## src/rtl/time_set_ctrl.sv

```systemverilog
// ---------------------------------------------------------------------------
// time_set_ctrl
//   Push-button time-setting controller for a watch counter. Four raw
//   buttons are synchronized and debounced. Their rising edges drive a
//   small IDLE/EDIT/COMMIT FSM that edits a shadow copy of the live time.
//   When the edit ends, the FSM emits a one-cycle load strobe.
//
// Ports
//   clk        system clock, rising edge
//   rst        asynchronous reset, active low
//   sw_in[3:0] raw buttons, pressed=1: [0] MODE [1] NEXT [2] UP [3] DOWN
//   year..second  live binary time from the watch counter (8b each)
//   set_time   one-cycle load strobe to the watch counter
//   bin_time   {year,month,day,hour,minute,second} shadow registers
//   edit_mode  high in EDIT and COMMIT
//   field_sel  field being edited: 0 yr,1 mon,2 day,3 hr,4 min,5 sec
// ---------------------------------------------------------------------------

// Per-button conditioning: 2-flop synchronizer, stability-window
// debouncer, and press (0->1) edge detector.
module time_set_debounce #(
    parameter int DEB_CYCLES = 500000
) (
    input  logic clk,
    input  logic rst,
    input  logic raw,
    output logic rise
);
    localparam int CW = (DEB_CYCLES > 2) ? $clog2(DEB_CYCLES) : 1;

    logic          sync1, sync2;
    logic          level, level_d;
    logic [CW-1:0] cnt;

    always_ff @(posedge clk or negedge rst) begin
        if (!rst) begin
            sync1   <= 1'b0;
            sync2   <= 1'b0;
            level   <= 1'b0;
            level_d <= 1'b0;
            cnt     <= '0;
        end else begin
            sync1   <= raw;
            sync2   <= sync1;
            level_d <= level;
            // The counter measures how long sync2 has disagreed with the
            // debounced level. Any bounce back to the old value restarts
            // the window.
            if (sync2 == level) begin
                cnt <= '0;
            end else if (cnt == CW'(DEB_CYCLES - 1)) begin
                level <= sync2;
                cnt   <= '0;
            end else begin
                cnt <= cnt + 1'b1;
            end
        end
    end

    assign rise = level & ~level_d;
endmodule

module time_set_ctrl #(
    parameter int DEB_CYCLES = 500000
) (
    input  logic        clk,
    input  logic        rst,
    input  logic [3:0]  sw_in,
    input  logic [7:0]  year,
    input  logic [7:0]  month,
    input  logic [7:0]  day,
    input  logic [7:0]  hour,
    input  logic [7:0]  minute,
    input  logic [7:0]  second,
    output logic        set_time,
    output logic [47:0] bin_time,
    output logic        edit_mode,
    output logic [2:0]  field_sel
);
    typedef enum logic [1:0] {IDLE, EDIT, COMMIT} state_t;

    state_t     state, n_state;
    logic [3:0] ev;
    logic       ev_mode, ev_next, ev_up, ev_down;
    logic       adj_up, adj_dn;

    logic [7:0] yr, mo, dy, hr, mi, sc;
    logic [7:0] n_yr, n_mo, n_dy, n_hr, n_mi, n_sc;
    logic [2:0] n_fs;
    logic [7:0] dim;

    time_set_debounce #(.DEB_CYCLES(DEB_CYCLES)) u_deb [3:0] (
        .clk  (clk),
        .rst  (rst),
        .raw  (sw_in),
        .rise (ev)
    );

    assign ev_mode = ev[0];
    assign ev_next = ev[1];
    assign ev_up   = ev[2];
    assign ev_down = ev[3];
    // Simultaneous UP and DOWN cancel each other.
    assign adj_up  = ev_up & ~ev_down;
    assign adj_dn  = ev_down & ~ev_up;

    function automatic logic [7:0] days_in(input logic [7:0] m, input logic [7:0] y);
        case (m)
            8'd4, 8'd6, 8'd9, 8'd11: days_in = 8'd30;
            8'd2:                    days_in = (y[1:0] == 2'b00) ? 8'd29 : 8'd28;
            default:                 days_in = 8'd31;
        endcase
    endfunction

    // Increment or decrement with wrap inside [lo,hi]. Out-of-range values
    // (e.g. a bad live value) land back inside the range.
    function automatic logic [7:0] step(input logic [7:0] v, input logic [7:0] lo,
                                        input logic [7:0] hi, input logic up);
        if (up) step = (v >= hi) ? lo : v + 8'd1;
        else    step = (v <= lo) ? hi : v - 8'd1;
    endfunction

    assign dim = days_in(mo, yr);

    always_comb begin
        n_state = state;
        n_fs    = field_sel;
        n_yr    = yr;
        n_mo    = mo;
        n_dy    = dy;
        n_hr    = hr;
        n_mi    = mi;
        n_sc    = sc;
        case (state)
            IDLE: begin
                if (ev_mode) begin
                    n_state = EDIT;
                    n_fs    = 3'd0;
                    n_yr    = year;
                    n_mo    = month;
                    n_dy    = day;
                    n_hr    = hour;
                    n_mi    = minute;
                    n_sc    = second;
                end
            end
            EDIT: begin
                if (ev_mode) begin
                    n_state = COMMIT;
                end else if (ev_next) begin
                    n_fs = (field_sel == 3'd5) ? 3'd0 : field_sel + 3'd1;
                end else if (adj_up || adj_dn) begin
                    case (field_sel)
                        3'd0:    n_yr = step(yr, 8'd0, 8'd99, adj_up);
                        3'd1:    n_mo = step(mo, 8'd1, 8'd12, adj_up);
                        3'd2:    n_dy = step(dy, 8'd1, dim,   adj_up);
                        3'd3:    n_hr = step(hr, 8'd0, 8'd23, adj_up);
                        3'd4:    n_mi = step(mi, 8'd0, 8'd59, adj_up);
                        3'd5:    n_sc = step(sc, 8'd0, 8'd59, adj_up);
                        default: ;
                    endcase
                end
                // dim reflects the registered year/month, so a day that a
                // year/month change made illegal is trimmed one cycle
                // later. This trim also applies in the cycle that leaves
                // for COMMIT, so the committed value is always legal.
                if (n_dy == dy && dy > dim)
                    n_dy = dim;
            end
            COMMIT: begin
                n_state = IDLE;
            end
            default: n_state = IDLE;
        endcase
    end

    always_ff @(posedge clk or negedge rst) begin
        if (!rst) begin
            state     <= IDLE;
            set_time  <= 1'b0;
            edit_mode <= 1'b0;
            field_sel <= 3'd0;
            yr        <= 8'd0;
            mo        <= 8'd1;
            dy        <= 8'd1;
            hr        <= 8'd0;
            mi        <= 8'd0;
            sc        <= 8'd0;
        end else begin
            state     <= n_state;
            // Outputs are registered from the next state, so the strobe
            // coincides with the COMMIT state itself.
            set_time  <= (n_state == COMMIT);
            edit_mode <= (n_state != IDLE);
            field_sel <= n_fs;
            yr        <= n_yr;
            mo        <= n_mo;
            dy        <= n_dy;
            hr        <= n_hr;
            mi        <= n_mi;
            sc        <= n_sc;
        end
    end

    assign bin_time = {yr, mo, dy, hr, mi, sc};
endmodule

```

## config.mk

```make
export PLATFORM = sky130hd
export DESIGN_NAME = time_set_ctrl
export DESIGN_NICKNAME = d
export VERILOG_FILES = /design/src/rtl/time_set_ctrl.sv
export SDC_FILE = /design/constraint.sdc
export NUM_CORES = 1
export LEC_CHECK = 0
export ABC_AREA = 1
export CORE_UTILIZATION = 50
export CTS_CLUSTER_SIZE = 8
export DETAILED_ROUTE_END_ITERATION = 6
export PLACE_DENSITY = 0.85
export SLEW_MARGIN = 20
export SYNTH_ARGS = -nofsm -noshare
export SYNTH_HDL_FRONTEND = slang
export SYNTH_SLANG_ARGS = --single-unit
```

## constraint.sdc

```tcl
create_clock -name clk -period 2.3 [get_ports clk]
set_input_delay 0.46 -clock clk [delete_from_list [all_inputs] [get_ports clk]]
set_output_delay 0.46 -clock clk [all_outputs]
set_load 0.005 [all_outputs]
```

# Word-level counts from Yosys, hierarchy flattened

Cells that the tools add are included.

Register bits: 147
Output and inout port bits: 53

Reductions and logical operators: 19
Multiplexer cells: 74
Order comparisons: 13
Eq/ne operators: 31
$add $sub $neg: 17
Bitwise gates (word level): 16

Operators with widths:

| cell                    | count |
|---|---|
| $mux W8                 | 50 |
| $mux W19                | 8 |
| $pmux W8 S2             | 6 |
| $add A19 B1 Y19 const B | 4 |
| $eq A19 B19 Y1 const B  | 4 |
| $add A8 B1 Y8 const B   | 6 |
| $le A8 B1 Y1 const B    | 6 |
| $sub A8 B1 Y8 const B   | 6 |
| $reduce_and A6 Y1       | 5 |
| $eq A8 B3 Y1 const B    | 2 |
| $eq A8 B4 Y1 const B    | 2 |
| $ge A8 B6 Y1 const B    | 2 |
| $mux W3                 | 4 |
| $ne A2 B2 Y1 const B    | 6 |
| $not A1 Y1              | 10 |
| $reduce_and A2 Y1       | 5 |
| $eq A8 B2 Y1 const B    | 1 |
| $eq A8 B8 Y1            | 1 |
| $ge A8 B4 Y1 const B    | 1 |
| $ge A8 B5 Y1 const B    | 1 |
| $ge A8 B7 Y1 const B    | 1 |
| $ge A8 B8 Y1            | 1 |
| $gt A8 B8 Y1            | 1 |
| $ne A2 B1 Y1 const B    | 4 |
| 19 further kinds        | 33 |

# Longest topological paths before layout

Gate-level depths: netlist of the first run.

Word-level depth: 15
Mapped depth: 17

# Cells and area by module

From an unflattened synthesis of the first run, not the netlist that was laid out.

Cells, all modules: 1286
Area total of the unflattened synthesis: 9484.1 µm²

Modules (own cells, without submodules):

| module                           | sequential area each (µm²) | cells an instance | times used | area each (µm²) |
|---|---|---|---|---|
| time_set_ctrl                    | 1378.8                     | 688               | 1          | 4611.9 |
| time_set_debounce (u_deb[0] ...) | 575.6                      | 150               | 3          | 1216.2 |
| time_set_debounce (u_deb[3])     | 575.6                      | 148               | 1          | 1223.7 |

# Worst setup path after synthesis of the first run

OpenSTA, ideal clock, no wires.

Path type: reg-to-reg
Start point: register mo[0]
End point: register dy[2]
Data required time: 2.217 ns
Stages on the path, launching flop included: 17
Arrival: 2.161 ns
Buffers on the path: 0
Setup time: 0.083 ns
Path slack: 0.056 ns
Path through: dfstp_2 > inv_1 > ha_1 > o21ai_0 > nand2_1 > nand3_1 > nand2_1 > inv_1 > ha_1 > a21boi_0 > nand2_2 > nand3_1 > o21ai_0 > nand3_1 > nand3_1 > nand2_1 > o21ai_0

Longest elaborated chain between the ends: 15
Elaborated cells on any way between the ends: 21
Those cells by class: 2 x order compare; 6 x eq/ne; 11 x mux; 2 x reduce/logical

Ends and longest elaborated chain:

| what                                                | RTL line | source |
|---|---|---|
| start, declared                                     | 87       | `logic [7:0] yr, mo, dy, hr, mi, sc;` |
| start signal, assigned                              | 197      | `mo <= n_mo;` |
| $eq A8 B3 Y1 / $eq A8 B4 Y1 (equally long branches) | 108      | `case (m)` |
| $reduce_or A4 Y1                                    | 108      |  |
| $pmux W2 S2 *                                       | 108      |  |
| $ge A8 B8 Y1                                        | 119      | `if (up) step = (v >= hi) ? lo : v + 8'd1;` |
| $mux W8 (2 in series)                               | 119      |  |
| $mux W8                                             | 153      | `case (field_sel)` |
| $mux W8                                             | 152      | `end else if (adj_up \|\| adj_dn) begin` |
| $mux W8                                             | 150      | `end else if (ev_next) begin` |
| $mux W8                                             | 148      | `if (ev_mode) begin` |
| $mux W8                                             | 134      | `case (state)` |
| $eq A8 B8 Y1                                        | 167      | `if (n_dy == dy && dy > dim)` |
| $logic_and A1 B1 Y1                                 | 167      |  |
| $mux W8 *                                           | 167      |  |
| $pmux W8 S2 *                                       | 134      |  |
| end signal, assigned                                | 198      | `dy <= n_dy;` |
| end, declared                                       | 87       |  |

Every way passes the cells marked *; elsewhere a longest branch is shown, timed or not. The select of a mux whose other input is x is not followed.
A chain may end at the register's enable or synchronous reset.

# Worst setup path in the final report of the first run

Start point: register mo[5]
End point: register dy[1]

The elaborated chain is that of the path after synthesis.

==> results.ini, run 1 <==
[yosys]
synth.top_cells.by_count=inv_1, nand2_1, dfrtp_1
ys_types=55
synth-xor-area-share_pct=5.48
synthMuxAreaShare_pct=0.126
synthCells=1139
synth-compound-area-share_pct=15.4
yosys_warnings=0
syn_avg_cell_area_um2=7.86
ys_seq_elements=147
synth-async-reset-ratio_pct=100
synth-edff-count=0
yosysMostFrequentCell=inv_1
synth_fp_nets=1219
synth_top_family_by_area=simple AND/OR/NAND/NOR gates
netlist_area_mm2=0.00895
synthSimpleGateAreaFrac_pct=25.8
synth_flop_cell=dfrtp_1
yosys.area_share.adder_pct=3.63
yosysSeqAreaShare_pct=41.1
synth_top_cell_area_share_pct=40.5
yosys-top-cells-area=dfrtp_1, inv_1, nand2_1
post-synth-top-area-cell=dfrtp_1

[critical_path]
cpLargestDelayFamily=simple AND/OR/NAND/NOR gates
crit_chain=nor2_2 -> nand2_1 -> nor2_4 -> nand2_1 -> nand2_1 -> inv_2 -> ha_4 -> a21boi_2 -> nand2_2 -> nand3_4 -> buf_4 -> nand3_1 -> nand2_1 -> a21oi_2
cp.arrival_ns=2.60
crit_fanout=5
worst-path-stages=14
r2r_setup_slack_ns=0.01
required_ns=2.62
worstSetupEndpointType=flop
worstSetupPathType=flop to flop
crit_path_max_incr_delay_ns=0.42
path_buf_inv=2
startpoint_type=flop
worst_path_most_repeated_cell=nand2_1
ff2ff_path_depth=14
r2r_end=dy[1]$_DFFE_PN0P_
cp_slowest_cell=dfrtp_1
regToRegStartpoint=mo[5]$_DFFE_PN0P_

[power]
p_clk_share_pct=51.5
comb_power_share_pct=4.1
p_int_mw=4.53
p_per_area_mw_per_mm2=522
seqPwrFrac_pct=44.4
ir_drop_v=0.000556
leakagePower_nw=4.98
swShare_pct=23.4
p_sw_mw=1.38

[global_routing]
grt_pass1_vias=8156
grt_usage_pct=25.9
gr-total-overflow=0
antenna_found_initial=0
grt_pass1_wl_um=37900
grt_max_degree=53

[finish]
num-fill-cells=1363
drive_gt1_share_pct=12.6
antenna_cells=0
area_growth_pct=26.4
multiInputGateArea_mm2=0.00464
seqCellArea_mm2=0.00368
stdcell_count=1522
fin_util_pct=64.9
layout.nets=1364

[placed_design]
pre_cts_slack_ns=-0.118
hpwl_um=16400
io_buffers=106
dp_cells=1482
routabilityCongestion=0.953

[floorplanning]
coreArea_mm2=0.0174
row_count=48
initial_utilization_pct=51.4
die_x_um=136
ios=107
die_area_mm2=0.0184
die_h_um=136

[sta]
whs_ns=0.350
slew_violations=0
rsz0062_at_grt=true
finalCritPeriodShare_pct=99.4
min_period_ns=2.29
setup_viol_count_final=0
fmaxAchievable_mhz=437
worst_slack_ns=0.0133
max-slew-margin-rel_pct=58.6
tightestPinTransition_ns=0.619
fin_skew_ns=0.00879
tns_ns=0
hold_viol_final=0

[drt]
via_count=8566
detail_route.wl_per_cell_um=15.4
drtAntennaViolNets=0
met2_length_um=11700
drcViolationCount=0
highest_layer=met4
wirelength_um=23500
wl_met1_um=9570
first_pass_iters=7
viasPerCell=5.63
met3_length_um=1860
drt_iter0_drc=712

[clocking]
clock_latency_ns=0.43
cts-root-buf=clkbuf_16
htree_levels=4
cts_tree=built
cts_buffers=17
cts.sinks=147
cts_max_path_buffers=2
clk_transition_reported_paths_ns=0.07

[job]
maxCapViolCount=0

[min_path]
hold_class=flop to flop
whs_endpoint=u_deb[2].sync2$_DFF_PN0_
hold_depth=0
worstHoldStart=u_deb[2].sync1$_DFF_PN0_

[status]
status=finished clean

layer usage:
layer / vias up / global-route usage, %
met2: 359 / 44.5
met3: 44 / 5.54
met5: - / 0
li1: 4111 / -
met1: 4052 / 32.6
met4: 0 / 7.80
power groups by stage:
stage          clock (mW)  sequential (mW)  combinational, mW
2_1_floorplan           0             2.67             0.0590
3_3_place_gp            0             2.67              0.235
3_5_place_dp            0             2.68              0.235
4_1_cts              3.07             2.63              0.241
5_1_grt              3.19             2.63              0.268
6_report             3.04             2.63              0.240
placed cells by master, fill, tap and decap left out, drive strengths merged, types with 3 or more instances in the layout:
cell type      instances
o311ai                 3
xor2                  45
a211oi                 8
clkbuf                18
inv                  180
a31oi                  7
nor2                 142
bufinv                 3
nand4                 27
o22ai                 13
o21ai                 90
and3                   3
nand3                 75
dfrtp                145
clkinv                 5
nand2                161
o211ai                12
buf                   39
or2                    7
clkdlybuf4s50        105
a21oi                 79
a22oi                 14
nor4                  10
ha                    26
nor3b                  8
xnor2                 11
nor3                  41
a32oi                  4
kinds of logic after synthesis:
logic type               after synthesis
AO/OA/AOI/OAI                        240
XOR/XNOR                              56
adder cells (fa/ha/maj)               26
buffers and inverters                195
flip-flops                           147
multiplexers                           1
AND/OR/NAND/NOR                      474
repair_timing:
item,4_1_cts,5_1_grt
gates resized for setup,7,33
endpoints found under the hold margin,26,0
buffers inserted,0,6
hold buffers,1,0
endpoints found under the setup margin,5,21
pin swaps,1,8
gates cloned,0,1
area by class of cell:
type	count	share of cell area, %
Tap cell	225	2.49
Sequential cell	147	32.6
Timing Repair Buffer	145	12.3
Multi-Input combinational cell	797	41.0
Inverter	175	5.86
Clock inverter	14	1.83
Clock buffer	18	3.88
Timing Repair inverter	1	0.0664
worst register-to-register path: stages (launching register included):
cell      delay (ns)
dfrtp_1         0.42
nor2_2          0.18
nand2_1         0.17
nor2_4          0.18
nand2_1         0.08
nand2_1         0.07
inv_2           0.05
ha_4            0.25
a21boi_2        0.15
nand2_2         0.12
nand3_4         0.14
buf_4           0.13
nand3_1         0.09
nand2_1         0.08
a21oi_2         0.05
stage by stage:
stage                     power, mW  instance area (µm²)
after global placement         2.91                10500
after floorplan                2.73                 8950
after detailed placement       2.91                10500
after CTS                      5.94                11100
after global routing           6.08                11300
final                          5.91                11300
worst max path at each step:
stage	start	to	slack, ns
after floorplan	mo[0]$_DFFE_PN1P_	dy[2]$_DFFE_PN0P_	0.06
after global placement	mo[0]$_DFFE_PN1P_	dy[2]$_DFFE_PN0P_	0.04
final	mo[5]$_DFFE_PN0P_	dy[1]$_DFFE_PN0P_	0.01
after global routing	mo[0]$_DFFE_PN1P_	dy[2]$_DFFE_PN0P_	-0.12
after CTS	mo[0]$_DFFE_PN1P_	dy[2]$_DFFE_PN0P_	-0.005
after detailed placement	mo[0]$_DFFE_PN1P_	dy[3]$_DFFE_PN0P_	-0.12
state kept, by name, indices dropped and copies added (netlist names), 2 cells and up:
name / flops
mi: 8
u_deb.level: 4
u_deb.sync2: 4
yr: 8
dy: 8
mo: 8
sc: 8
field_sel: 3
hr: 8
state: 2
u_deb.level_d: 4
u_deb.sync1: 4
u_deb.cnt: 76
Note: power is estimated with default switching activity, not from simulation.
==> run 2, diff against run 1 <==
Settings changed: CORE_UTILIZATION 50 to 45, CTS_BUF_LIST set to sky130_fd_sc_hd__clkbuf_16, PLACE_DENSITY 0.85 to 0.78.
==> run 2 against run 1 <==
Against the previous run: the flow now finishes with violations (negative setup slack); hold slack better by 0.0021 ns; via count is 2.1% lower; non-clock buffer count is 7 lower; global-route usage is 2.5 points lower; power is 5.5% lower; cell area is 1.0% lower; cell count is 2.2% higher; clock skew is 0.0038 ns higher; sequential share of layout area is 0.34 points higher; sequential cell count stayed put; core utilization is 7.4 points lower; die area is 11% higher; critical path type unchanged; largest cell class unchanged.
==> results.ini, run 2 (same netlist as run 1, synthesis figures left out) <==
[status]
status=complete, but fails checks
violations=negative setup slack

[placed_design]
pre_cts_slack_ns=-0.0920  ; +0.0259 ns
routabilityCongestion=0.898  ; -5.8%
io_buffers=106  ; unchanged
hpwl_um=16400  ; -0.23%
dp_cells=1520  ; +2.6%

[finish]
layout_commonest_cell=inv_1
largest_register_ffs=76  ; unchanged
antenna_cells=0  ; unchanged
area_growth_pct=25.1
mostFrequentLayoutCells=inv_1, nand2_1, dfrtp_1
stdcell_count=1555  ; +2.2%
drive_gt1_share_pct=11.5  ; -1.1 points
fin_util_pct=57.5  ; -7.4 points
regMostFlops=u_deb.cnt
num-fill-cells=1692  ; +24%
layout.nets=1357  ; -0.51%

[clocking]
cts_buffers=17  ; unchanged
cts-root-buf=clkbuf_16
cts.sinks=147  ; unchanged
clock_latency_ns=0.43  ; about the same
htree_levels=4  ; unchanged
cts_max_path_buffers=2  ; unchanged
clk_transition_reported_paths_ns=0.07  ; about the same
cts_tree=built

[sta]
fin_skew_ns=0.0126  ; +0.00378 ns
hold_viol_final=0  ; unchanged
tightestPinTransition_ns=0.597  ; -0.0221 ns
worst_slack_ns=-0.0542  ; -0.0675 ns
whs_ns=0.352  ; +0.00206 ns
setup_viol_count_final=4  ; +4
fmaxAchievable_mhz=425  ; -2.9%
slew_violations=0  ; unchanged
max-slew-margin-rel_pct=60.1  ; +1.5 points
finalCritPeriodShare_pct=102  ; +2.9 points
rsz0062_at_grt=true
min_period_ns=2.35  ; +0.0675 ns

[min_path]
hold_class=flop to flop

[global_routing]
antenna_found_initial=0  ; unchanged
grt_pass1_wl_um=38000  ; +0.24%
grt_pass1_vias=8161  ; +0.061%
use_met2_pct=38.4  ; -6.1 points
use_met3_pct=5.60  ; +0.063 points
grt_max_degree=46  ; -13%
grt_usage_pct=23.4  ; -2.5 points
gr-total-overflow=0  ; unchanged
busiest_layer=met2
grt_use_met1_pct=29.6  ; -3.0 points

[power]
ir_drop_v=0.000532  ; -4.3%
report.power.total_mw=5.59  ; -5.5%
p_per_area_mw_per_mm2=499  ; -4.5%
leakagePower_nw=4.89  ; -1.8%

[critical_path]
cpLargestDelayFamily=compound AO/OA/AOI/OAI gates
startpoint_type=flop
worst-path-stages=13  ; -1
crit_fanout=4  ; -1
worstSetupEndpointType=flop
crit_path_start=mo[0]$_DFFE_PN1P_
crit_path_end=dy[5]$_DFFE_PN0P_
worstSetupPathType=flop to flop
r2r_setup_slack_ns=-0.05  ; -0.07 ns
required_ns=2.65  ; +0.03 ns
cp_slowest_cell=dfstp_2
cp.arrival_ns=2.71  ; +0.11 ns
regToRegStartpoint=mo[0]$_DFFE_PN1P_
path_buf_inv=1  ; -1
crit_chain=ha_2 -> o21ai_0 -> nand2_1 -> nand3_1 -> nand2_1 -> inv_2 -> ha_1 -> a21boi_2 -> nand2_2 -> nand3_4 -> o21ai_0 -> nand3_1 -> a22oi_1
crit_path_max_incr_delay_ns=0.58  ; +0.16 ns
r2r_end=dy[5]$_DFFE_PN0P_
ff2ff_path_depth=13  ; -1

[job]
maxCapViolCount=0  ; unchanged

[drt]
wirelength_um=22800  ; -2.8%
drtAntennaViolNets=0  ; unchanged
drt_iter0_drc=679  ; -4.6%
viasPerCell=5.39  ; -4.2%
detail_route.wl_per_cell_um=14.7  ; -4.8%
first_pass_iters=5  ; -2
via_count=8386  ; -2.1%
drcViolationCount=0  ; unchanged

[floorplanning]
row_count=51  ; +6.3%
coreArea_mm2=0.0195  ; +12%
die_x_um=143  ; +5.3%
die_h_um=143  ; +5.3%
ios=107  ; unchanged
initial_utilization_pct=46.0  ; -5.4 points
die_area_mm2=0.0205  ; +11%

## run 2: how the worst min path moves through the flow
stage                                     to  slack, ns  cells after the start                     start
finish              u_deb[0].sync2$_DFF_PN0_       0.35                      0  u_deb[0].sync1$_DFF_PN0_
global route        u_deb[0].sync2$_DFF_PN0_       0.36                      0  u_deb[0].sync1$_DFF_PN0_
CTS                 u_deb[0].sync2$_DFF_PN0_       0.36                      0  u_deb[0].sync1$_DFF_PN0_
detailed placement  u_deb[0].sync2$_DFF_PN0_       0.34                      0  u_deb[0].sync1$_DFF_PN0_
global placement    u_deb[0].sync2$_DFF_PN0_       0.33                      0  u_deb[0].sync1$_DFF_PN0_
floorplan                  dy[1]$_DFFE_PN0P_       0.16                      0                       rst
## run 2: routing by layer
metal | vias to the layer above | part of all wire, % | routed length (µm)
met4 | 0 | 2.2 | 495
met5 | - | 0 | 0
met2 | 310 | 47 | 10800
met1 | 3944 | 43 | 9860
met3 | 46 | 7.2 | 1640
li1 | 4086 | - | -
## run 2: worst reg2reg max path, cell delays in order (launching register included)
cell      delay, ns
dfstp_2        0.58
ha_2           0.22
o21ai_0        0.10
nand2_1        0.07
nand3_1        0.07
nand2_1        0.11
inv_2          0.05
ha_1           0.27
a21boi_2       0.16
nand2_2        0.13
nand3_4        0.12
o21ai_0        0.19
nand3_1        0.09
a22oi_1        0.14
## run 2: where the power goes
| part | leakage [nW] | switching, mW | internal [mW] | total [mW] |
|---|---|---|---|---|
| clock network | 0.266 | 1.20 | 1.52 | 2.72 |
| registers | 1.79 | 0.0188 | 2.61 | 2.63 |
| logic | 2.83 | 0.120 | 0.118 | 0.238 |
| total | 4.89 | 1.34 | 4.24 | 5.59 |
## run 2: area by class of cell
| type | count | area (µm²) | share of cell area [%] |
|---|---|---|---|
| clock inverters | 15 | 149 | 1.33 |
| repair buffers | 138 | 1330 | 11.9 |
| clock buffers | 17 | 425 | 3.80 |
| multi-input cells | 797 | 4600 | 41.1 |
| repair inverters | 1 | 7.51 | 0.0671 |
| well taps | 265 | 332 | 2.96 |
| flip-flops and latches | 147 | 3680 | 32.9 |
| inverters | 175 | 666 | 5.95 |
## run 2: timing repair
item / CTS / global route
cloned: 0 / 1
endpoints found under the setup margin: 4 / 28
buffers inserted: 0 / 1
gates resized for setup: 6 / 30
hold buffers: 1 / 0
pin swaps: 2 / 9
endpoints found under the hold margin: 41 / 0
## run 2: stage by stage
| stage | instance area (µm²) | setup TNS, ns |
|---|---|---|
| floorplan | 8950 | 0 |
| global placement | 10500 | 0 |
| detailed placement | 10500 | -0.209 |
| CTS | 11100 | 0 |
| global route | 11200 | -0.953 |
| finish | 11200 | -0.185 |
==> RTL change 1, RTL diff (flow settings as in run 2) <==
Encoding of `state_t`: now one-hot (3 bits for 3 states).
--- a/src/rtl/time_set_ctrl.sv
+++ b/src/rtl/time_set_ctrl.sv
@@ -78,5 +78,5 @@
     output logic [2:0]  field_sel
 );
-    typedef enum logic [1:0] {IDLE, EDIT, COMMIT} state_t;
+    typedef enum logic [2:0] {IDLE = 3'b001, EDIT = 3'b010, COMMIT = 3'b100} state_t;
 
     state_t     state, n_state;
Formal check against the unedited RTL: no difference found for any inputs over 10 cycles, from zero or initial values and one cycle with rst low; not proved beyond that.
==> RTL change 1 against run 2 <==
Area after synthesis increased by 1.6%. Critical path depth increased by 4. Sequential cell count rose by 1. Via count up 0.47%. Final cell count up 1.9%. Cell area grew 1.1%. Routed wire length down 1.5%. Power grew 1.0%. Setup slack better by 0.098 ns. Combinational power grew 3%. Largest cell class unchanged.
==> RTL change 1: results <==
{
  "status": "finished clean",
  "grt_pass1_vias": 7873,
  "dpl_cell_area_um2": 10600,
  "synth-seq-area-share": 0.408,
  "met2_usage": 0.361,
  "synth_common_cells": "nand2_1, inv_1, dfrtp_1",
  "final_layout_size_suffix_gt1_frac": 0.106,
  "synth_fa_ha_area_frac": 0.0358,
  "met3_usage": 0.0583,
  "skew_ns": 0.00786,
  "yosys-mux-area-fraction": 0.00372,
  "power_leakage_nw": 5.03,
  "track_usage": 0.223,
  "avgRoutedWirePerCell_um": 14.2,
  "regToRegEndpoint": "dy[3]",
  "via_count": 8425,
  "netlist_instances": 1178,
  "grtUsageMet1": 0.294,
  "globalplace.congestion": 0.955,
  "drtIter0Drc": 584,
  "antenna_found_initial": 2,
  "pre_cts_ws_ns": 0.0233,
  "netlist-cell-type-count": 51,
  "rrSetupSlack_ns": 0.04,
  "endpoint": "dy[3]",
  "finalNonFillerCells": 1584,
  "synth_area_leaders": "dfrtp_1, nand2_1, inv_1"
}
[RTL change 1: cell count changes in the layout (fill, tap and decap cells not counted), sizes merged, moves of 7 or more]
cell,change
nor3,-10
nand2,+47
nand3,-7
a22oi,-7
nor2,+11
a21oi,-9
[RTL change 1: worst min path at each step]
stage              startpoint        endpoint  slack (ns)  cells after the start
2_1_floorplan             rst           dy[1]        0.16                      0
3_3_place_gp   u_deb[3].sync1  u_deb[3].sync2        0.34                      0
3_5_place_dp   u_deb[3].sync1  u_deb[3].sync2        0.34                      0
4_1_cts        u_deb[3].sync1  u_deb[3].sync2        0.35                      0
5_1_grt        u_deb[3].sync1  u_deb[3].sync2        0.36                      0
6_report       u_deb[3].sync1  u_deb[3].sync2        0.35                      0
[RTL change 1: what timing repair did]
| action | 4_1_cts | 5_1_grt |
|---|---|---|
| setup buffers | 0 | 1 |
| resized for setup | 0 | 33 |
| hold buffers | 1 | 0 |
| endpoints found under the hold margin | 40 | 0 |
| setup endpoints to repair | 0 | 8 |
[RTL change 1: cell type report]
cell class	count	area (um^2)
multi-input combinational	830	4720
timing repair buffer	138	1340
clock buffer	17	425
clock inverter	14	146
tap	265	332
inverter	171	644
antenna	1	2.50
sequential	148	3710
fill	1765	8330
[RTL change 1: critical path, stage by stage (launching register included)]
cell and delay, ns:
dfrtp_1 0.47, inv_2 0.19, ha_4 0.16, o21ai_1 0.06
nand2_1 0.07, nand3_1 0.07, nand2_1 0.09, inv_2 0.05
ha_4 0.25, inv_2 0.03, nor2_2 0.12, nand3_4 0.13
nand3_4 0.12, o21ai_2 0.06, nand3_1 0.10, nand3_1 0.08
nand2_1 0.06, nand2_1 0.05
[RTL change 1: power by group]
group	switching, mW	internal [mW]
clock network	1.08	1.67
logic	0.124	0.120
registers	0.0191	2.63
total	1.22	4.42
==> RTL change 2, RTL diff (settings of run 2) <==
Without the edit above. `DEB_CYCLES` is set to 500000 in 2 places; all go to 250000.
--- a/src/rtl/time_set_ctrl.sv
+++ b/src/rtl/time_set_ctrl.sv
@@ -20,5 +20,5 @@
 // debouncer, and press (0->1) edge detector.
 module time_set_debounce #(
-    parameter int DEB_CYCLES = 500000
+    parameter int DEB_CYCLES = 250000
 ) (
     input  logic clk,
@@ -62,5 +62,5 @@
 
 module time_set_ctrl #(
-    parameter int DEB_CYCLES = 500000
+    parameter int DEB_CYCLES = 250000
 ) (
     input  logic        clk,
Function: no difference found for any inputs over 10 cycles, from zero or initial values and one cycle with rst low; that may be too few to reach the edited logic, so the function may still have changed.
==> RTL change 2 against run 2 <==
The flow finishes with violations (negative hold slack). Die area fell by 1.3%. Hold slack got worse by 0.35 ns. Cell area fell by 1.8%. Largest power group unchanged. Via count fell by 1.8%. Non-clock buffer count fell by 9. Setup slack improved by 0.13 ns. Area after synthesis fell by 1.4%. Critical endpoint is now dy[1]. Sequential cell count fell by 4. Routed wire length fell by 1.8%. Sequential power fell by 3%. Clock skew fell by 0.0051 ns. Power rose by 0.15%. Global-route usage fell by 0.33 points. Critical path type unchanged.
==> RTL change 2: results <==
{
  "largest_reg_flops": 72,
  "regMostFlops": "u_deb.cnt",
  "synth-seq-area-share": 0.406,
  "grt_first_pass_wirelength_um": 37500,
  "pwr-share-clk": 0.502,
  "max_slew_margin": 0.637,
  "drt_first_pass_iters": 5,
  "avgRoutedWirePerCell_um": 14.5,
  "cts_root_buffer": "clkbuf_16",
  "io_buffers": 106,
  "final_layout_size_suffix_gt1_frac": 0.111,
  "fill_cells": 1674,
  "globalplace.congestion": 0.950,
  "drtIter0Drc": 641,
  "p_int_mw": 4.35,
  "status": "finished with violations",
  "synth_top_area_cell": "dfrtp_1",
  "via_count": 8235,
  "diodes": 0,
  "synth_common_cells": "nand2_1, inv_1, dfrtp_1",
  "cp_slowest_cell": "dfstp_2",
  "skew_ns": 0.00742,
  "seqPwrFrac": 0.457,
  "clk_pin_slew_ns": 0.06,
  "cts_buffers": 17,
  "r2r_cells": 17,
  "hold_viol_final": 2,
  "critPathMaxFanout": 4,
  "ys_async_sr_fraction": 1.00,
  "place_hpwl_um": 16100,
  "track_usage": 0.231,
  "cap_violations": 0,
  "synth_area_leaders": "dfrtp_1, nand2_1, inv_1",
  "htree_levels": 4,
  "irDropWorstVdd_uv": 537,
  "synth_nets": 1226,
  "grt_pass1_vias": 7756,
  "antenna_found_initial": 0,
  "failed_checks": "negative hold slack",
  "fin_nets": 1349,
  "arrival_ns": 2.53,
  "hold_ws_ns": -0.00286,
  "hp-class": "in -> async",
  "cp_slowest_stage_delay_ns": 0.63,
  "power_leakage_nw": 4.90,
  "synth_warnings": 0,
  "rrSetupSlack_ns": 0.07,
  "grt_max_degree": 69,
  "netlist-cell-type-count": 56,
  "clkLatencyLatePin_ns": 0.42
}
-- RTL change 2: changes by cell type after synthesis, sizes merged, moves of 7 or more --
cell / change
xor2: -7
o21ai: +11
o211ai: +7
nand2: +42
o22ai: -8
nor2: +8
inv: -13
a21oi: -10
-- RTL change 2: timing repair --
action | in CTS | in global routing
pin swaps | 0 | 13
endpoints found under the setup margin | 1 | 8
endpoints found under the hold margin | 0 | 0
setup buffers | 0 | 3
gates resized for setup | 1 | 29
-- RTL change 2: stage by stage --
step | worst slack, ns | cells | total power [mW] | area (um^2) | hold WS [ns]
2_1_floorplan | 0.154 | 1146 | 2.66 | 8830 | 0.164
3_3_place_gp | 0.0397 | 1507 | 2.83 | 10300 | 0.336
3_5_place_dp | 0.00678 | 1507 | 2.83 | 10300 | 0.335
4_1_cts | 0.0324 | 1537 | 5.66 | 10900 | 0.0130
5_1_grt | -0.0688 | 1540 | 5.80 | 11000 | 0.0286
6_report | 0.0712 | 1540 | 5.59 | 11000 | -0.00286
-- RTL change 2: layer usage --
layer,global-route usage,part of all wire,vias to the layer above
met3,0.0501,0.064,28
met4,0.0696,0.014,0
met2,0.380,0.48,263
met5,0,0,-
met1,0.303,0.44,3878
li1,-,-,4066
-- RTL change 2: layout make-up --
| class | count | area (um^2) | share of cell area |
|---|---|---|---|
| inverter | 159 | 603 | 0.0548 |
| clock buffer | 17 | 425 | 0.0387 |
| sequential | 143 | 3580 | 0.326 |
| clock inverter | 13 | 164 | 0.0149 |
| timing repair buffer | 129 | 1270 | 0.116 |
| tap | 260 | 325 | 0.0296 |
| multi-input combinational | 819 | 4630 | 0.421 |
-- RTL change 2: cells by family (layout without fill, tap and decap cells) --
family                     count (synthesis)  count (layout)  synth area share
xor gates and xnor gates                  45              45            0.0446
muxes                                      2               2           0.00255
and+or+nand+nor                          509             509             0.271
adders and majority gates                 26              26            0.0368
DFF                                      143             143             0.406
AOI/OAI and AO/OA                        237             237             0.158
buffers and inverters                    184             318            0.0815
-- RTL change 2: final timing paths --
check / startpoint / to
min: rst / mo[3]
max: mo[0] / dy[1]
max in group asynchronous: rst / u_deb[2].cnt[15]
min reg2reg: u_deb[0].sync1 / u_deb[0].sync2
max reg2reg: mo[0] / dy[1]
min in group clk: u_deb[0].sync1 / u_deb[0].sync2
-- RTL change 2: worst max-delay path, delay by kind of cell, from the launching register on --
| kind | cells | cell delay (ns) |
|---|---|---|
| AO/OA/AOI/OAI | 2 | 0.17 |
| adder cells (fa/ha/maj) | 2 | 0.30 |
| buffers and inverters | 3 | 0.21 |
| flip-flops | 1 | 0.63 |
| AND/OR/NAND/NOR | 10 | 0.79 |
